--- src/rtl/mem_bus_pkg.sv ---
// Shared definitions for the memory bus arbiter: FSM state encoding,
// read/write encoding of the RW lines and the default watchdog limit.
package mem_bus_pkg;

   localparam int unsigned STATE_W = 3;

   localparam logic [STATE_W-1:0] ST_IDLE     = 3'd0;
   localparam logic [STATE_W-1:0] ST_GRANT    = 3'd1;
   localparam logic [STATE_W-1:0] ST_ACCESS   = 3'd2;
   localparam logic [STATE_W-1:0] ST_COMPLETE = 3'd3;
   localparam logic [STATE_W-1:0] ST_RELEASE  = 3'd4;

   localparam logic RW_READ  = 1'b1;
   localparam logic RW_WRITE = 1'b0;

   localparam int unsigned DEFAULT_TIMEOUT = 15;

endpackage

--- src/rtl/bus_watchdog.sv ---
// ACCESS-phase watchdog. Counts enabled cycles starting at 1 and raises
// expired during the cycle in which the count equals LIMIT.
//   clk, reset  : clock, synchronous active-low reset
//   clear       : force count and expired to 0
//   enable      : the coming cycle is an ACCESS cycle; advance the count
//   expired     : current ACCESS cycle is number LIMIT
module bus_watchdog
   import mem_bus_pkg::*;
#(
   parameter int unsigned LIMIT = DEFAULT_TIMEOUT
) (
   input  logic clk,
   input  logic reset,
   input  logic clear,
   input  logic enable,
   output logic expired
);

   localparam int unsigned CNT_W = $clog2(LIMIT + 1);

   logic [CNT_W-1:0] count;
   logic [CNT_W-1:0] count_inc;

   assign count_inc = count + CNT_W'(1);

   // expired is registered alongside the count so it aligns with the cycle
   // whose count value reaches LIMIT.
   always_ff @(posedge clk) begin
      if (!reset) begin
         count   <= '0;
         expired <= 1'b0;
      end else if (clear) begin
         count   <= '0;
         expired <= 1'b0;
      end else if (enable) begin
         count   <= count_inc;
         expired <= (count_inc == CNT_W'(LIMIT));
      end
   end

endmodule

--- src/rtl/mem_bus_arbiter.sv ---
// Two-port round-robin arbiter in front of a single MFC-handshaked memory.
// Port 0 is instruction fetch, port 1 is data load/store.
//   clk, reset               : clock, synchronous active-low reset
//   reqN, rwN, addrN, wdataN : requester side (rw 1 = read)
//   gntN, doneN, errN        : ownership, completion pulse, timeout pulse
//   rdata                    : last read data, updated when a read completes
//   mem_addr/wdata/rw/en     : memory-side MAR, MDR, RW and enable
//   mem_rdata, mfc           : memory read data and function-complete
module mem_bus_arbiter
   import mem_bus_pkg::*;
#(
   parameter int unsigned ADDR_W  = 8,
   parameter int unsigned DATA_W  = 8,
   parameter int unsigned TIMEOUT = DEFAULT_TIMEOUT
) (
   input  logic              clk,
   input  logic              reset,
   input  logic              req0,
   input  logic              req1,
   input  logic              rw0,
   input  logic              rw1,
   input  logic [ADDR_W-1:0] addr0,
   input  logic [ADDR_W-1:0] addr1,
   input  logic [DATA_W-1:0] wdata0,
   input  logic [DATA_W-1:0] wdata1,
   output logic              gnt0,
   output logic              gnt1,
   output logic              done0,
   output logic              done1,
   output logic              err0,
   output logic              err1,
   output logic [DATA_W-1:0] rdata,
   output logic [ADDR_W-1:0] mem_addr,
   output logic [DATA_W-1:0] mem_wdata,
   output logic              mem_rw,
   output logic              mem_en,
   input  logic [DATA_W-1:0] mem_rdata,
   input  logic              mfc
);

   logic [STATE_W-1:0] state;
   logic [STATE_W-1:0] state_nxt;
   logic               owner;      // port being served; doubles as last-served pointer
   logic               owner_nxt;
   logic               timeout_hit;
   logic               busy_nxt;
   logic               wd_enable;
   logic               wd_clear;
   logic               wd_expired;

   bus_watchdog #(
      .LIMIT (TIMEOUT)
   ) u_watchdog (
      .clk     (clk),
      .reset   (reset),
      .clear   (wd_clear),
      .enable  (wd_enable),
      .expired (wd_expired)
   );

   // Next-state, arbitration and watchdog control.
   always_comb begin
      state_nxt   = state;
      owner_nxt   = owner;
      timeout_hit = 1'b0;

      case (state)
         ST_IDLE: begin
            if (req0 || req1) begin
               state_nxt = ST_GRANT;
               // Contention goes to the port not served last.
               owner_nxt = (req0 && req1) ? ~owner : req1;
            end
         end
         ST_GRANT:    state_nxt = ST_ACCESS;
         ST_ACCESS: begin
            if (mfc) begin
               state_nxt = ST_COMPLETE;
            end else if (wd_expired) begin
               state_nxt   = ST_COMPLETE;
               timeout_hit = 1'b1;
            end
         end
         ST_COMPLETE: state_nxt = ST_RELEASE;
         ST_RELEASE: begin
            // Wait for the served request to drop so it is not serviced twice.
            if (!(owner ? req1 : req0)) state_nxt = ST_IDLE;
         end
         default:     state_nxt = ST_IDLE;
      endcase

      busy_nxt  = (state_nxt == ST_GRANT) || (state_nxt == ST_ACCESS) ||
                  (state_nxt == ST_COMPLETE);
      wd_enable = (state_nxt == ST_ACCESS);
      wd_clear  = ~wd_enable;
   end

   // State, registered outputs and request capture.
   always_ff @(posedge clk) begin
      if (!reset) begin
         state     <= ST_IDLE;
         owner     <= 1'b1;
         gnt0      <= 1'b0;
         gnt1      <= 1'b0;
         done0     <= 1'b0;
         done1     <= 1'b0;
         err0      <= 1'b0;
         err1      <= 1'b0;
         mem_en    <= 1'b0;
         mem_rw    <= 1'b0;
         mem_addr  <= '0;
         mem_wdata <= '0;
         rdata     <= '0;
      end else begin
         state  <= state_nxt;
         owner  <= owner_nxt;
         gnt0   <= busy_nxt & ~owner_nxt;
         gnt1   <= busy_nxt &  owner_nxt;
         done0  <= (state_nxt == ST_COMPLETE) & ~owner_nxt;
         done1  <= (state_nxt == ST_COMPLETE) &  owner_nxt;
         err0   <= timeout_hit & ~owner_nxt;
         err1   <= timeout_hit &  owner_nxt;
         mem_en <= (state_nxt == ST_ACCESS);

         // Requester fields are captured once, on GRANT entry.
         if ((state == ST_IDLE) && (state_nxt == ST_GRANT)) begin
            mem_addr  <= owner_nxt ? addr1  : addr0;
            mem_wdata <= owner_nxt ? wdata1 : wdata0;
            mem_rw    <= owner_nxt ? rw1    : rw0;
         end

         if ((state == ST_ACCESS) && mfc && (mem_rw == RW_READ)) begin
            rdata <= mem_rdata;
         end
      end
   end

endmodule

--- config.mk ---
export PLATFORM = sky130hd
export DESIGN_NAME = mem_bus_arbiter
export DESIGN_NICKNAME = d
export VERILOG_FILES = /design/src/rtl/mem_bus_pkg.sv /design/src/rtl/bus_watchdog.sv /design/src/rtl/mem_bus_arbiter.sv
export SDC_FILE = /design/constraint.sdc
export NUM_CORES = 1
export LEC_CHECK = 0
export ABC_AREA = 1
export CORE_AREA = 4 4 53 91
export CTS_BUF_LIST = sky130_fd_sc_hd__clkbuf_4
export CTS_CLUSTER_SIZE = 24
export DETAILED_ROUTE_END_ITERATION = 10
export DIE_AREA = 0 0 57 95
export PLACE_DENSITY = 0.95
export REMOVE_ABC_BUFFERS = 1
export SYNTH_ARGS = -nofsm -noshare
export SYNTH_HDL_FRONTEND = slang
export SYNTH_HIERARCHICAL = 1
export SYNTH_SLANG_ARGS = --single-unit
export TNS_END_PERCENT = 100
--- constraint.sdc ---
create_clock -name clk -period 2.4 [get_ports clk]
set_input_delay 0.48 -clock clk [delete_from_list [all_inputs] [get_ports clk]]
set_output_delay 0.48 -clock clk [all_outputs]
set_load 0.005 [all_outputs]
Word level (Yosys, flattened, before mapping)
Cells that the tools add are included.
- equality and inequality tests: 8
- add/sub/neg operators: 1
- bitwise operators: 8
- multiplexer cells: 15
- reductions and logical operators: 9
- operator list (cell ; number):
    $mux 8 ; 2
    $pmux 3 s5 ; 1
    $eq 3x2->1 const B ; 4
    $mux 3 ; 4
    $mux 1 ; 8
    $and 1x1->1 ; 6
    $eq 3x1->1 const B ; 2
    $add 4x1->4 const B ; 1
    $eq 4x4->1 const B ; 1
    $logic_and 1x1->1 ; 4
    $eq 3x3->1 const B ; 1
    $logic_not 3->1 ; 1
    $logic_or 1x1->1 ; 3
    $not 1->1 ; 2
    $reduce_and 2->1 ; 1
- flip-flop bits (word level): 41
- output and inout bits: 32
- word-level logic and storage cells: 56
- bits of input ports: 47

Depth between registers and ports, before layout
Gate-level depths: netlist (run 1).
- word-level depth: 7
- mapped depth: 12

Cells and area by module
Netlist (run 1), hierarchy kept.
- modules (own cells, without submodules) (module ; instances ; area an instance (um2) ; cells an instance):
    mem_bus_arbiter ; 1 ; 1629.1 ; 220
    bus_watchdog ; 1 ; 256.5 ; 34

Worst setup path before layout (run 1)
Ideal clock, no wire load.
- path kind: input port to flip-flop
- from: input port mfc
- to: register u_watchdog.count[3]
- data arrival time: 1572 ps
- cell stages on the path: 9
- buffers on the path: 0
- setup slack: 772 ps
- required time: 2343 ps
- library setup time: 57 ps
- cell sequence: o21ai_0 > nand2_1 > nor2_1 > inv_1 > inv_1 > nand2_1 > a21oi_1 > o21ai_0 > inv_1
- word-level cells in the longest chain between the ends: 4
- RTL lines (what ; RTL line ; source):
    from (decl) ; mem_bus_arbiter.sv:38 ; input logic mfc
    $mux 3 ; mem_bus_arbiter.sv:77 ; if (mfc) begin
    $pmux 3 s5 ; mem_bus_arbiter.sv:67 ; case (state)
    $eq 3x2->1 ; mem_bus_arbiter.sv:94 ; wd_enable = (state_nxt == ST_ACCESS);
    net wd_enable ; mem_bus_arbiter.sv:47 ; logic wd_enable;
    $reduce_and 2->1 (no source line) ; n/a ;
    to (signal assigned) ; bus_watchdog.sv:36 ; count <= count_inc;
    to (decl) ; bus_watchdog.sv:21 ; logic [CNT_W-1:0] count;
The timed path passes the listed nets, and every way through them passes these cells.
A chain may end at the register's enable or synchronous reset.

Final worst setup path (run 1)
- from: input port req0
- to: register u_watchdog.count[3]
- word-level cells in the longest chain between the ends: 5
- elaborated cells on any way between the ends: 7
- those cells by class: eq/ne: 1; mux: 4; reduce/logical: 2
- RTL lines (what ; RTL line ; source):
    from (decl) ; mem_bus_arbiter.sv:18 ; input logic req0,
    $mux 1 or $logic_or 1x1->1 (tied branches) ; mem_bus_arbiter.sv:87, mem_bus_arbiter.sv:69 ;
    $mux 3, on equally long branches ; mem_bus_arbiter.sv:87, mem_bus_arbiter.sv:69 ;
    $pmux 3 s5 (*) ; mem_bus_arbiter.sv:67 ;
    $eq 3x2->1 (*) ; mem_bus_arbiter.sv:94 ;
    net wd_enable ; mem_bus_arbiter.sv:47 ;
    $reduce_and 2->1 (no source line) (*) ; n/a ;
Mark *: on every way through the listed nets, which the timed path passes. The rest lies on a longest branch.

==> impl_metrics.sql, run 1 <==
INSERT INTO impl_metrics (metric_group, metric, value, unit) VALUES
('run_status', 'status', 'finished, final reports clean', ''),
('synthesis', 'mappedNetlistArea', '1890', 'um2'),
('setup_path', 'cp_max_fanout', '6', ''),
('global_route', 'grt_start_max_net_pins', '35', ''),
('worst_hold_path', 'holdCritPathClass', 'reg -> reg', ''),
('floorplan', 'overall_die_width', '57', 'um'),
('timing', 'rsz0062_at_grt', 'false', ''),
('detailed_routing', 'wl_cell', '13.3', 'um'),
('detailed_routing', 'detailroute.wirelength.met3', '307', 'um'),
('floorplan', 'initial_core_util', '45.9', '%'),
('final_layout', 'final_cells', '383', ''),
('detailed_routing', 'drt_first_iter_violations', '54', ''),
('placement', 'dp_cells', '375', ''),
('setup_path', 'path_class', 'in -> reg', ''),
('pwr', 'irDropWorstVdd', '0.000495', 'V'),
('pwr', 'fin_total_pwr', '1.80', 'mW'),
('setup_path', 'worstPathArrival', '2200', 'ps'),
('clock_tree', 'clock_tree_sinks', '41', ''),
('timing', 'achievable-frequency', '0.526', 'GHz'),
('setup_path', 'critical_path_cell_by_cell', 'clkdlybuf4s50_1, nor2_1, nor2_4, inv_1, nand2_1, nor2_1, inv_1, inv_1, nand2_1, a21oi_1, o21ai_0, inv_1', ''),
('placement', 'place_congestion', '0.853', ''),
('setup_path', 'cpMaxStageDelayCell', 'sky130_fd_sc_hd__clkdlybuf4s50_1', ''),
('synthesis', 'share_of_the_synthesized_netlist_area_taken_by_xor_and_xnor_gates', '0', '%'),
('timing', 'setup_violations', '0', ''),
('timing', 'worst-slew-pin-transition', '498', 'ps'),
('timing', 'fin_skew', '11.6', 'ps'),
('synthesis', 'yosysTopAreaCellShare', '43.5', '%'),
('setup_path', 'crit_path_end_kind', 'register', ''),
('global_route', 'number_of_antenna_violations_at_the_first_check_in_global_routing', '0', ''),
('final_layout', 'area_of_the_multi_input_gates', '887', 'um2'),
('clock_tree', 'post-cts-setup-buffer-count', '0', ''),
('placement', 'post-dp-hpwl', '3.88', 'mm'),
('synthesis', 'post_synth_mux_area_share', '0', '%'),
('clock_tree', 'clkSlewWorstSetupHoldPaths', '120', 'ps'),
('final_layout', 'num_antenna_cells', '0', ''),
('job', 'cap_violations', '0', ''),
('setup_path', 'critical_path_buf_inv_count', '5', ''),
('floorplan', 'floorplan.rows', '31', ''),
('setup_path', 'startpoint_type', 'input port', ''),
('floorplan', 'die_area', '5420', 'um2'),
('synthesis', 'synth_cells', '254', ''),
('clock_tree', 'clk-insertion-delay-late', '340', 'ps'),
('detailed_routing', 'postRouteWirelength', '5.11', 'mm'),
('timing', 'finalMaxSlewViolations', '0', ''),
('detailed_routing', 'via_count', '2005', ''),
('pwr', 'power.density_cell_area', '653', 'nW/um2'),
('setup_path', 'timing.critical_path.required', '2700', 'ps'),
('global_route', 'grt_first_pass_wirelength', '7.80', 'mm'),
('detailed_routing', 'initial_drt_pass_iterations', '4', ''),
('timing', 'slew_headroom', '66.7', '%'),
('detailed_routing', 'maxUsedRoutingLayer', 'met4', ''),
('global_route', 'first_global_vias', '1873', ''),
('synthesis', 'synthesis.area_per_instance', '7.42', 'um2'),
('synthesis', 'yosysWarnings', '6', ''),
('setup_path', 'critPathMaxStageDelay', '460', 'ps'),
('clock_tree', 'cts-root-buf', 'sky130_fd_sc_hd__clkbuf_4', ''),
('synthesis', 'synth_top_area_cell', 'sky130_fd_sc_hd__dfxtp_1', ''),
('pwr', 'leakagePower', '1.21', 'nW'),
('floorplan', 'die_h', '95', 'um'),
('clock_tree', 'cts_max_path_buffers', '2', ''),
('global_route', 'total_overflow_reported_by_the_global_router', '0', ''),
('floorplan', 'coreArea', '4110', 'um2'),
('timing', 'post-route-min-period', '1900', 'ps'),
('final_layout', 'nets', '382', ''),
('detailed_routing', 'post-route-drc-count', '0', ''),
('detailed_routing', 'drt.antenna.violating_nets', '0', ''),
('synthesis', 'synth-adder-area-share', '1.33', '%'),
('synthesis', 'ys_types', '24', ''),
('setup_path', 'path_delay_family', 'buffers and inverters', ''),
('global_route', 'grt_use_total', '18.4', '%'),
('synthesis', 'main_combinational_cell_family_by_area_after_synthesis', 'simple AND/OR/NAND/NOR gates', '');
[layout by cell type, fill, tap and decap left out, types with 2 or more instances in the layout]
| master | Yosys | routed |
|---|---|---|
| sky130_fd_sc_hd__nor2_1 | 32 | 32 |
| sky130_fd_sc_hd__a21oi_1 | 3 | 3 |
| sky130_fd_sc_hd__nor2_4 | 2 | 2 |
| sky130_fd_sc_hd__nand3_1 | 55 | 55 |
| sky130_fd_sc_hd__nand2_1 | 33 | 33 |
| sky130_fd_sc_hd__ha_1 | 2 | 2 |
| sky130_fd_sc_hd__clkinv_2 | 0 | 2 |
| sky130_fd_sc_hd__nand2_2 | 4 | 4 |
| sky130_fd_sc_hd__buf_4 | 4 | 4 |
| sky130_fd_sc_hd__nor3_2 | 2 | 2 |
| sky130_fd_sc_hd__clkbuf_4 | 0 | 5 |
| sky130_fd_sc_hd__o21a_1 | 17 | 17 |
| sky130_fd_sc_hd__inv_2 | 2 | 2 |
| sky130_fd_sc_hd__inv_1 | 30 | 30 |
| sky130_fd_sc_hd__dfxtp_1 | 41 | 41 |
| sky130_fd_sc_hd__clkdlybuf4s50_1 | 0 | 78 |
| sky130_fd_sc_hd__o21ai_0 | 13 | 13 |
[logic make-up after synthesis]
family,count (synthesis)
adders and majority gates,2
buffers and inverters,42
DFF,41
and+or+nand+nor,133
AOI/OAI and AO/OA,36
[report_power, final]
group	switching [mW]	internal (mW)	total, mW
logic	0.323	0.324	0.647
registers	0.0503	0.764	0.814
clock network	0.228	0.111	0.339
total	0.602	1.20	1.80
[synthesized netlist by cell type]
library cell and count:
sky130_fd_sc_hd__nor2_1 32, sky130_fd_sc_hd__nand3b_1 1, sky130_fd_sc_hd__nor2_4 2, sky130_fd_sc_hd__inv_2 2, sky130_fd_sc_hd__nor3_2 2, sky130_fd_sc_hd__nand2_1 33, sky130_fd_sc_hd__ha_1 2, sky130_fd_sc_hd__nand3_1 55
sky130_fd_sc_hd__o21ai_0 13, sky130_fd_sc_hd__nand2_2 4, sky130_fd_sc_hd__buf_4 4, sky130_fd_sc_hd__nand3_2 1, sky130_fd_sc_hd__a211oi_1 1, sky130_fd_sc_hd__dfxtp_1 41, sky130_fd_sc_hd__buf_2 4, sky130_fd_sc_hd__inv_1 30
sky130_fd_sc_hd__a2bb2oi_1 1, sky130_fd_sc_hd__clkbuf_1 2, sky130_fd_sc_hd__o21a_1 17, sky130_fd_sc_hd__nand4_1 1, sky130_fd_sc_hd__a21oi_1 3, sky130_fd_sc_hd__nand4_2 1, sky130_fd_sc_hd__a21oi_2 1, sky130_fd_sc_hd__nor2_2 1
[registers in the layout, summed over array words and instances, names as in the netlist, 3 cells and up]
register / count
mem_wdata: 8
mem_addr: 8
rdata: 8
state: 3
u_watchdog/count: 4
[final timing paths]
check | from | to | slack, ps | cells after the start
worst max register to register | state[2] | u_watchdog/count[3] | 670 | 12
worst min register to register | rdata[6] | rdata[6] | 500 | 2
worst max-delay path | req0 | u_watchdog/count[3] | 500 | 12
worst min-delay path | rdata[6] | rdata[6] | 500 | 2
[area by class of cell]
type | count | area share (%)
clock buffer | 5 | 1.36
clock inverter | 3 | 0.636
multi-input combinational | 171 | 32.2
sequential | 41 | 29.8
inverter | 32 | 4.36
tap | 49 | 2.23
timing repair buffer | 82 | 29.4
[routing by layer]
layer  track usage (%)  vias up
li1                  -      993
met1              17.4      910
met2              34.9       80
met3              3.56       22
met4              12.0        0
met5                 0        -
[tightest hold or removal path, cell delays in order (launching register included)]
cell,delay [ps]
sky130_fd_sc_hd__dfxtp_1,330
sky130_fd_sc_hd__nor2_1,90
sky130_fd_sc_hd__nor2_1,50
[per-stage QoR]
step / setup WS (ps) / hold slack (ps) / cell area, um2 / util [%]
2_1_floorplan: 630 / 467 / 1830 / -
3_3_place_gp: 229 / 461 / 2700 / 65.7
3_5_place_dp: 147 / 475 / 2700 / 65.7
4_1_cts: 527 / 497 / 2760 / 67.0
5_1_grt: 321 / 518 / 2760 / 67.0
6_report: 499 / 495 / 2760 / 67.0
(Power assumes the default switching activity.)
==> inputs of run 2 (changes only) <==
--- a/config.mk
+++ b/config.mk
@@ -6,12 +6,12 @@
 export NUM_CORES = 1
 export LEC_CHECK = 0
 export ABC_AREA = 1
-export CORE_AREA = 4 4 53 91
+export CORE_AREA = 4 4 57 98
 export CTS_BUF_LIST = sky130_fd_sc_hd__clkbuf_4
 export CTS_CLUSTER_SIZE = 24
 export DETAILED_ROUTE_END_ITERATION = 10
-export DIE_AREA = 0 0 57 95
-export PLACE_DENSITY = 0.95
+export DIE_AREA = 0 0 61 102
+export PLACE_DENSITY = 0.88
 export REMOVE_ABC_BUFFERS = 1
 export SYNTH_ARGS = -nofsm -noshare
 export SYNTH_HDL_FRONTEND = slang
==> constraint.sdc (replaced) <==
create_clock -name clk -period 1.7 [get_ports clk]
set_input_delay 0.34 -clock clk [delete_from_list [all_inputs] [get_ports clk]]
set_output_delay 0.34 -clock clk [all_outputs]
set_load 0.005 [all_outputs]
==> run 2 against run 1 <==
Clock skew barely moved. Final cell count rose by 4.7%. Flip-flop and latch count did not move. Global-route usage down 2.1 points.
==> impl_metrics.sql, run 2 (same netlist as run 1, synthesis figures left out) <==
INSERT INTO impl_metrics (metric_group, metric, value, unit) VALUES
('pwr', 'power.density_cell_area', '956', 'nW/um2'),
('timing', 'finalMaxSlewViolations', '0', ''),
('clock_tree', 'cts-root-buf', 'sky130_fd_sc_hd__clkbuf_4', ''),
('timing', 'post-route-min-period', '1620', 'ps'),
('clock_tree', 'ctsHtreeMaxLevel', '2', ''),
('setup_path', 'critical_path_cell_by_cell', 'clkdlybuf4s50_1', ''),
('setup_path', 'cpMaxStageDelayCell', 'sky130_fd_sc_hd__clkdlybuf4s50_1', ''),
('final_layout', 'area_of_the_multi_input_gates', '892', 'um2'),
('final_layout', 'final-seq-area', '823', 'um2'),
('pwr', 'internal-power', '1.91', 'mW'),
('final_layout', 'nets', '395', ''),
('final_layout', 'syn_to_final_growth', '54.2', '%'),
('pwr', 'fin_total_pwr', '2.78', 'mW'),
('setup_path', 'crit_path_end_kind', 'primary output', ''),
('detailed_routing', 'drt_first_iter_violations', '30', ''),
('timing', 'achievable-frequency', '0.616', 'GHz'),
('worst_hold_path', 'holdCritPathClass', 'reg -> reg', ''),
('placement', 'dpl_cell_area', '2820', 'um2'),
('job', 'cap_violations', '0', ''),
('setup_path', 'critPathMaxStageDelay', '520', 'ps'),
('global_route', 'grt_use_total', '16.4', '%'),
('floorplan', 'io_pins', '79', ''),
('floorplan', 'floorplan.rows', '34', ''),
('setup_path', 'path_class', 'reg -> out', ''),
('clock_tree', 'cts_tree', 'yes', ''),
('clock_tree', 'clkSlewWorstSetupHoldPaths', '130', 'ps'),
('timing', 'setup_violations', '0', ''),
('clock_tree', 'cts_resized', '0', ''),
('clock_tree', 'cts_hold_buf', '0', ''),
('floorplan', 'die_h', '102', 'um'),
('timing', 'finalCritPeriodShare', '95.6', '%'),
('timing', 'fin_skew', '12.1', 'ps'),
('detailed_routing', 'initial_drt_pass_iterations', '4', ''),
('detailed_routing', 'drt.antenna.violating_nets', '0', ''),
('pwr', 'irDropWorstVdd', '0.000699', 'V'),
('clock_tree', 'clock_tree_sinks', '41', ''),
('detailed_routing', 'post-route-drc-count', '0', ''),
('pwr', 'comb_power_share', '35.3', '%'),
('floorplan', 'die_area', '6220', 'um2'),
('setup_path', 'critical_path_buf_inv_count', '1', ''),
('pwr', 'switching_power', '0.872', 'mW'),
('final_layout', 'post_route_cells_drive_above_1_share', '12.4', '%'),
('floorplan', 'initial_core_util', '38.9', '%'),
('placement', 'number_of_port_buffers', '78', ''),
('setup_path', 'timing.critical_path.required', '1360', 'ps'),
('timing', 'worst-slew-pin-transition', '344', 'ps'),
('setup_path', 'path_delay_family', 'buffers and inverters', ''),
('global_route', 'total_overflow_reported_by_the_global_router', '0', ''),
('placement', 'place_congestion', '0.842', ''),
('global_route', 'number_of_antenna_violations_at_the_first_check_in_global_routing', '0', ''),
('global_route', 'first_global_vias', '1789', ''),
('final_layout', 'finalInstanceArea', '2910', 'um2'),
('clock_tree', 'post-cts-setup-buffer-count', '0', ''),
('detailed_routing', 'via_count', '1980', ''),
('global_route', 'grt_first_pass_wirelength', '7.63', 'mm'),
('final_layout', 'num_antenna_cells', '0', ''),
('detailed_routing', 'wl_cell', '12.5', 'um'),
('setup_path', 'startpoint_type', 'register', ''),
('clock_tree', 'clk-insertion-delay-late', '360', 'ps'),
('clock_tree', 'cts_made_buffers', '5', ''),
('pwr', 'switching_share', '31.4', '%'),
('setup_path', 'cp_max_fanout', '3', ''),
('final_layout', 'layout_commonest_cell', 'sky130_fd_sc_hd__clkdlybuf4s50_1', ''),
('run_status', 'status', 'finished, final reports clean', ''),
('setup_path', 'worstPathArrival', '1280', 'ps'),
('final_layout', 'n_fill_cell', '443', ''),
('floorplan', 'overall_die_width', '61', 'um'),
('global_route', 'grt_start_max_net_pins', '35', ''),
('placement', 'post-dp-hpwl', '3.97', 'mm'),
('detailed_routing', 'postRouteWirelength', '5.02', 'mm'),
('timing', 'slew_headroom', '77.0', '%'),
('pwr', 'p_seq_share', '41.3', '%'),
('pwr', 'p_clk_share', '23.4', '%'),
('pwr', 'leakagePower', '1.29', 'nW'),
('clock_tree', 'cts_max_path_buffers', '2', ''),
('detailed_routing', 'vias_per_cell', '4.94', ''),
('final_layout', 'top_regs', 'mem_addr: 8 flops, mem_wdata: 8 flops, rdata: 8 flops', ''),
('final_layout', 'mostFrequentLayoutCells', 'sky130_fd_sc_hd__clkdlybuf4s50_1 (78), sky130_fd_sc_hd__nand3_1 (55), sky130_fd_sc_hd__dfxtp_1 (39)', ''),
('timing', 'final-hold-violation-count', '0', ''),
('floorplan', 'coreArea', '4850', 'um2');
[run 2: cell types whose count changed in the layout (fill, tap and decap cells not counted)]
| cell | change |
|---|---|
| sky130_fd_sc_hd__bufinv_16 | +1 |
| sky130_fd_sc_hd__buf_12 | +1 |
| sky130_fd_sc_hd__clkinv_2 | -2 |
| sky130_fd_sc_hd__buf_4 | +12 |
| sky130_fd_sc_hd__nor2_2 | +2 |
| sky130_fd_sc_hd__dfxtp_2 | +2 |
| sky130_fd_sc_hd__nor2_1 | -2 |
| sky130_fd_sc_hd__dfxtp_1 | -2 |
| sky130_fd_sc_hd__clkinv_4 | +1 |
[run 2: metrics by stage]
| step | cells | hold slack (ps) | TNS [ps] | worst slack [ps] | util [%] |
|---|---|---|---|---|---|
| after floorplan | 244 | 467 | -70.3 | -70.3 | - |
| after global placement | 393 | 464 | -1790 | -147 | 58.1 |
| after detailed placement | 393 | 472 | -2050 | -230 | 58.1 |
| after CTS | 401 | 500 | 0 | 42.8 | 59.8 |
| after global routing | 401 | 528 | -8.80 | -8.80 | 60.0 |
| final | 401 | 496 | 0 | 75.6 | 60.0 |
[run 2: power by group through the flow]
stage	Clock, mW	Sequential, mW	Combinational (mW)
after floorplan	0	1.17	0.452
after global placement	0	1.17	0.951
after detailed placement	0	1.17	0.976
after CTS	0.666	1.15	0.983
after global routing	0.705	1.16	1.07
final	0.650	1.15	0.980
[run 2: worst min-delay path, stage by stage, from the launching register on]
cell and delay [ps]:
sky130_fd_sc_hd__dfxtp_1 330, sky130_fd_sc_hd__nor2_1 90, sky130_fd_sc_hd__nor2_1 50
[run 2: worst paths after layout]
kind,slack (ps),cells after the start,end,from
worst max-delay path,80,1,mem_rw,mem_rw
worst min-delay path,500,2,rdata[0],rdata[0]
worst max register to register,170,11,u_watchdog/expired,state[1]
worst min register to register,500,2,rdata[0],rdata[0]
[run 2: layout make-up]
cell class	instances	area share, %
Sequential cell	41	28.3
Inverter	32	4.13
Multi-Input combinational cell	171	30.7
Clock inverter	3	1.59
Tap cell	54	2.32
Clock buffer	5	1.29
Timing Repair Buffer	95	31.7
[run 2: routing by layer]
layer,routed length [um],vias up,GRT usage [%],part of all wire (%)
met4,126,0,9.18,2.5
met5,0,-,0,0
met1,1770,896,15.1,35
met2,2860,60,31.2,57
met3,264,8,3.41,5.3
li1,-,1016,-,-
